$ cat src/rtl/spi_ram_ctrl.sv
// Command-decoding RAM controller downstream of an SPI slave: decodes 10-bit words into
// address/data/read commands on a single-port memory. Optional `SPI_RAM_AUTOINC_EN` auto-increments addresses.
module spi_ram_ctrl #(
  parameter int MEM_DEPTH = 256,
  parameter int ADDR_SIZE = 8,
  parameter int TX_HOLD   = 10
) (
  input  logic       clk,
  input  logic       rst_n,
  input  logic [9:0] din,
  input  logic       rx_valid,
  output logic [7:0] dout,
  output logic       tx_valid
);

  // Handshake: a command is taken only on the first edge where rx_valid is seen high after
  // being low; tx_valid is a level held for TX_HOLD cycles per read, restarted by a new read.
  typedef enum logic [1:0] {
    IDLE = 2'd0,
    READ = 2'd1,
    TX   = 2'd2
  } state_t;

  localparam logic [3:0]           HOLD_LAST = 4'(TX_HOLD);
  localparam logic [ADDR_SIZE-1:0] ADDR_ONE  = ADDR_SIZE'(1);

  state_t               state;
  logic [7:0]           mem [MEM_DEPTH];
  logic [ADDR_SIZE-1:0] wr_addr;
  logic [ADDR_SIZE-1:0] rd_addr;
  logic                 rx_valid_q;
  logic [3:0]           hold_cnt;
  logic [1:0]           opcode;
  logic                 accept;

  assign opcode = din[9:8];
  assign accept = rx_valid & ~rx_valid_q;

  // Memory has no reset so its contents survive rst_n.
  always_ff @(posedge clk) begin
    if (accept && opcode == 2'b01) begin
      mem[wr_addr] <= din[7:0];
    end
  end

  always_ff @(posedge clk or negedge rst_n) begin
    if (!rst_n) begin
      state      <= IDLE;
      dout       <= 8'h00;
      tx_valid   <= 1'b0;
      wr_addr    <= '0;
      rd_addr    <= '0;
      rx_valid_q <= 1'b0;
      hold_cnt   <= 4'd0;
    end else begin
      rx_valid_q <= rx_valid;

      if (accept && opcode == 2'b00) begin
        wr_addr <= din[ADDR_SIZE-1:0];
      end
`ifdef SPI_RAM_AUTOINC_EN
      else if (accept && opcode == 2'b01) begin
        wr_addr <= wr_addr + ADDR_ONE;
      end
`endif

      // An explicit address load wins over the post-read increment.
      if (accept && opcode == 2'b10) begin
        rd_addr <= din[ADDR_SIZE-1:0];
      end
`ifdef SPI_RAM_AUTOINC_EN
      else if (state == READ) begin
        rd_addr <= rd_addr + ADDR_ONE;
      end
`endif

      case (state)
        IDLE: begin
          if (accept && opcode == 2'b11) begin
            state <= READ;
          end
        end
        READ: begin
          dout     <= mem[rd_addr];
          tx_valid <= 1'b1;
          hold_cnt <= 4'd1;
          state    <= TX;
        end
        TX: begin
          if (accept && opcode == 2'b11) begin
            state <= READ;
          end else if (hold_cnt == HOLD_LAST) begin
            tx_valid <= 1'b0;
            hold_cnt <= 4'd0;
            state    <= IDLE;
          end else begin
            hold_cnt <= hold_cnt + 4'd1;
          end
        end
        default: begin
          state <= IDLE;
        end
      endcase
    end
  end

endmodule

$ cat config.mk
export PLATFORM = sky130hd
export DESIGN_NAME = spi_ram_ctrl
export DESIGN_NICKNAME = d
export VERILOG_FILES = /design/src/rtl/spi_ram_ctrl.sv
export SDC_FILE = /design/constraint.sdc
export NUM_CORES = 2
export LEC_CHECK = 0
export BUFFER_PORTS_ARGS = -buffer_cell sky130_fd_sc_hd__buf_2
export CORE_ASPECT_RATIO = 0.5
export CORE_UTILIZATION = 50
export CTS_CLUSTER_SIZE = 25
export DETAILED_ROUTE_END_ITERATION = 7
export PLACE_DENSITY = 0.65
export SYNTH_ARGS = -nofsm -noshare
export SYNTH_HDL_FRONTEND = slang
export SYNTH_SLANG_ARGS = --single-unit
$ cat constraint.sdc
create_clock -name clk -period 2.76 [get_ports clk]
set_input_delay 0.552 -clock clk [delete_from_list [all_inputs] [get_ports clk]]
set_output_delay 0.552 -clock clk [all_outputs]
set_load 0.01 [all_outputs]
Word level (Yosys, flattened, before mapping)
Memory sizes are Yosys's and may differ from the RTL's. A register that Yosys moved wholly into a read port is not among the register bits.
Cells that the tools add are included.

word-level totals
  bits of input ports = 13
  flip-flop bits (word level) = 24
  bits in writable memories = 2048
  memories = 1
  output and inout port bits = 9
  word-level logic and storage cells = 43

cells by class
  bitwise operators = 2
  reductions and logical operators = 11
  add/sub/neg operators = 1
  eq/ne operators = 10
  multiplexer cells = 12

memories
  name  words  width  rd ports  clocked after Yosys merged registers in  wr ports  RTL line  text
  mem   256    8      1         1                                        1         28        logic [7:0] mem [MEM_DEPTH];

operators with widths
  kind                   count
  $mux W4                2
  $pmux W4 S2            1
  $eq A2 B2 Y1 const B   3
  $mux W2                3
  $ne A2 B2 Y1 const B   3
  $pmux W2 S3            1
  $add A4 B1 Y4 const B  1
  $eq A2 B1 Y1 const B   2
  $eq A4 B4 Y1 const B   1
  $logic_and A1 B1 Y1    4
  $logic_not A2 Y1       2
  $mux W1                4
  $reduce_and A2 Y1      2
  $ne A3 B3 Y1 const B   1
  $reduce_and A3 Y1      1
  $pmux W1 S2            1
  $reduce_bool A2 Y1     1
  $and A1 B1 Y1          1
  $logic_not A1 Y1       1
  $not A1 Y1             1

Depth between registers and ports, before layout
  word-level depth = 5
  mapped depth = 13
  depth with buffers taken out = 7

Worst setup path before layout
No wires, ideal clock.

  path type = in2reg
  start point = input din[8]
  end point = memory mem[112][0], enable pin
  stages on the path = 6
  setup time = 0.370 ns
  arrival time = 2.193 ns
  data required time = 2.390 ns
  buffers on the path = 3
  slack = 0.197 ns
  cell sequence = nor4bb_1 > clkbuf_1 > buf_1 > nand3_1 > clkbuf_1 > nor2_1

between the ends
  longest elaborated chain between the ends = 4

ends and longest elaborated chain
  what                           RTL line  text
  from (decl)                    10        input logic [9:0] din,
  $eq A2 B1 Y1                   41        if (accept && opcode == 2'b01) begin
  $logic_and A1 B1 Y1            41
  $mux W1                        41
  $mux W1 (implied by the code)  42        mem[wr_addr] <= din[7:0];
  to (decl)                      28

Every way passes these cells.

==> results.md <==
### Outcome
- finished with violations — outcome
- DRC, setup timing — failing checks

### Critical path
- register — type of element launching the critical path
- 6 — buffer and inverter count on the worst path
- reg2reg — kind of critical path
- buf_6 -> buf_12 -> buf_16 -> buf_4 -> buf_4 -> mux4_2 -> a22oi_1 -> buf_4 -> nand4_1 -> o2111ai_4 -> o211ai_1 — Critical Path, Cell by Cell
- buf_4 — dominant cell type by count on the critical path
- 3.44 ns — required time reported for the critical path endpoint
- dfrtp_4 — critical-path cell with the highest stage delay
- rd_addr[0]$_DFFE_PN0P_ — worst flop-to-flop path startpoint
- register — endpoint type of the worst setup path
- rd_addr[0]$_DFFE_PN0P_ — start point of the critical path
- 3.62 ns — arrival time reported for the critical path endpoint
- buffers and inverters — kind of cell adding the most delay to the critical path
- 7 — CP Max Fanout
- 0.53 ns — slowest stage delay, CP

### Synth
- 2048 — number of enable flip-flop cells after synthesis
- 0 — Synth Warn #
- multiplexers — largest family of logic cells by synthesized area
- 4094 — Syn Inst Count
- 4109 — Post-Syn Nets
- 0% — xor/xnor share of the synthesized area
- edfxtp_1 — Synth Flop Type
- 0.03069% — post-synthesis share of cell area spent on full adders, half adders and majority gates
- 66 — distinct cell type count of the synthesized netlist
- 76.41% — share of synthesized area occupied by flip-flops and latches
- 81540 um^2 — synthesized cell area
- 3.740% — Synth Area in Compound Gates
- 2080 — Seq cells post-synth
- 3.281% — simple logic cell fraction of the synthesized area
- 1.538% — share of async-settable or async-resettable flops after synthesis
- 19.92 um^2 — mean instance size in the synthesized netlist
- 14.39% — proportion of synthesized area in mux cells

### Floorplan
- 287.6 um — height of the die
- 573.1 um — Die Wd
- 161400 um^2 — Std-Cell Core Area
- 22 — num ports
- 50.53% — Initial Util
- 104 — Cell Rows
- 164800 um^2 — full die area

### Clock tree
- 4 — H-tree levels
- 2080 — clock tree sinks
- 0.83 ns — clock latency reported for the late side of the worst-skew pair
- 0.07 ns — Clock Pin Slew Worst Setup and Hold Paths
- clkbuf_16 — Clk Tree Root Cell
- 3 — deepest clock path buffer count
- built — TritonCTS clock tree
- 178 — CTS Buf Count

### Power and ir drop
- 0.4793 mV — largest vdd supply drop
- 758.4 nW/um^2 — Cell Pwr Density
- 32.45 nW — leakage power
- 73.98 mW — total power of the final layout

### Timing
- 0.3403 GHz — maximum achievable frequency
- 8 — final setup violation count
- 0 — Final Max Tran Viols
- 2.939 ns — time the final worst path needs with I/O delays and setup
- 0.9738 ns — transition at the pin with the smallest max-transition slack
- 0 — count of final hold-check violations
- 106.5% — ratio of final minimum period to clock period
- -0.1786 ns — setup slack after layout
- 0.02885 ns — worst clock skew
- true — setup repair after global routing missed its margin
- 0.2746 ns — hold slack
- 35.08% — normalized max-slew margin

### Global routing
- 0 — overflow left after global routing
- 311.7 mm — first-pass GRT wire length
- 26.50% — total global routing track utilization
- 85 — largest net degree at the start of global routing
- 6 — number of antenna violations at the first check in global routing
- 43789 — via count of the first global-routing pass

### Finish
- 11276 — total of fill cells in the finished design
- 19.64% — area delta synth->final
- 31.65% — fraction of layout instances using a drive strength above 1
- edfxtp_1 — most common cell after layout, fill and taps aside
- 2048 x edfxtp_1, 690 x buf_4, 342 x mux2i_1 — most used cells in the layout excluding fill and tap cells
- 97550 um^2 — summed area of non-filler cells in the final layout
- 4906 — total number of nets in the final design
- 7212 — final std cells w/o fill

### Place
- 21 — Buffers on Ports
- 89530 um^2 — total cell area at the placement stage
- 0.9159 — RD Place Congestion
- 141.6 mm — Final HPWL DP
- 6791 — total instance count after detailed placement
- -0.7865 ns — Post-Place Setup Slack

### Route
- 6.193 — detailed-route vias per instance
- 6 — post-detailed-route DRC marker count
- 0 — number of nets with antenna violations after routing
- 8 — number of detailed-routing iterations run before antenna repair
- 6399 — 1st-iter DRT viols
- 44661 — total number of vias
- 30.46 um — routed length per placed instance
- 219.7 mm — total wire length

### Worst hold path
- in2reg — worst min-delay path class
- din[5] — worst hold start

### Flow run
- 0 — max-cap violation count

## routing by layer
metal | routed length [um] | global-route usage [%] | vias up
met3 | 25780 | 7.132 | 280
met2 | 99490 | 39.78 | 2544
met5 | 11 | 0 | -
li1 | - | - | 18491
met4 | 4756 | 6.557 | 2
met1 | 89660 | 38.84 | 23344
## metrics by stage
| stage | TNS, ns | util (%) |
|---|---|---|
| floorplan | 0 | - |
| global placement | -3.953 | 55.48 |
| detailed placement | -4.383 | 55.48 |
| CTS | -0.8277 | 59.92 |
| global route | -1.184 | 60.45 |
| finish | -0.8287 | 60.46 |
## cell families (layout without fill, tap and decap cells)
group                      count (synthesis)  in the layout
DFF                                     2080           2080
muxes                                    716            716
and+or+nand+nor                          602            602
AOI/OAI and AO/OA                        437            437
buffers and inverters                    257           1200
adders and majority gates                  2              2
other                                      0              2
## report_power, final
group	internal [mW]	switching, mW
combinational	6.40	7.77
sequential	34.8	0.385
clock	13.3	11.3
total	54.5	19.5
## worst paths after layout
check	end	slack [ns]	depth (start not counted)
hold reg to reg	state[0]$_DFFE_PN0P_	0.56	1
max in group asynchronous	rd_addr[4]$_DFFE_PN0P_	1.52	2
hold / removal	mem[83][5]$_DFFE_PP_	0.27	1
min in group asynchronous	rd_addr[1]$_DFFE_PN0P_	0.54	2
setup / recovery	dout[3]$_DFFE_PN0P_	-0.18	11
setup reg to reg	dout[3]$_DFFE_PN0P_	-0.18	11
## synthesized netlist by cell type, types with 5 or more instances
master | number | share of area, %
edfxtp_1 | 2048 | 75
mux2i_1 | 352 | 4.3
mux4_2 | 305 | 8.4
nor2_1 | 289 | 1.3
nand2_1 | 127 | 0.58
o22ai_1 | 123 | 0.94
clkbuf_1 | 109 | 0.50
nand3_1 | 56 | 0.34
o21ai_0 | 50 | 0.31
a21oi_1 | 48 | 0.29
a22oi_1 | 46 | 0.42
mux4_1 | 45 | 1.5
buf_2 | 40 | 0.25
buf_6 | 37 | 0.51
nor3_1 | 35 | 0.21
o221ai_1 | 35 | 0.38
dfrtp_1 | 32 | 0.98
a211oi_1 | 28 | 0.26
buf_4 | 23 | 0.21
a221oi_1 | 20 | 0.21
nand2b_1 | 15 | 0.12
nand4_1 | 15 | 0.12
buf_12 | 14 | 0.34
mux2_2 | 14 | 0.19
a2111oi_0 | 13 | 0.14
a211o_1 | 13 | 0.14
buf_1 | 13 | 0.060
buf_8 | 13 | 0.24
nor2b_1 | 13 | 0.10
o31ai_1 | 10 | 0.092
a31oi_1 | 8 | 0.061
and2_1 | 8 | 0.061
or4_1 | 8 | 0.074
nor4_1 | 7 | 0.054
nand3b_1 | 6 | 0.055
a221oi_2 | 5 | 0.092
inv_1 | 5 | 0.023
nor4bb_1 | 5 | 0.061
o311ai_1 | 5 | 0.054
## what timing repair did
item	CTS	global route
setup buffers	46	38
resized for setup	175	118
hold endpoints to repair	33	0
pin swaps	51	61
setup endpoints to repair	8	8
gates cloned	11	5
hold buffers	2	0
## final cells by class
| type | instances | area, um^2 | share of cell area [%] |
|---|---|---|---|
| sequential | 2080 | 62310 | 63.88 |
| multi-input combinational | 1757 | 18520 | 18.99 |
| timing repair buffer | 867 | 8341 | 8.550 |
| clock buffer | 238 | 4730 | 4.848 |
| tap | 2173 | 2719 | 2.787 |
| clock inverter | 88 | 894.6 | 0.9171 |
| inverter | 7 | 28.78 | 0.02950 |
| antenna | 2 | 5.005 | 0.005130 |
## flip-flops by register name, summed over array words and instances (netlist names)
register / flops
state: 2
wr_addr: 8
mem: 2048
tx_valid: 1
hold_cnt: 4
dout: 8
rx_valid_q: 1
rd_addr: 8
Power figures use the tool's default switching activity.
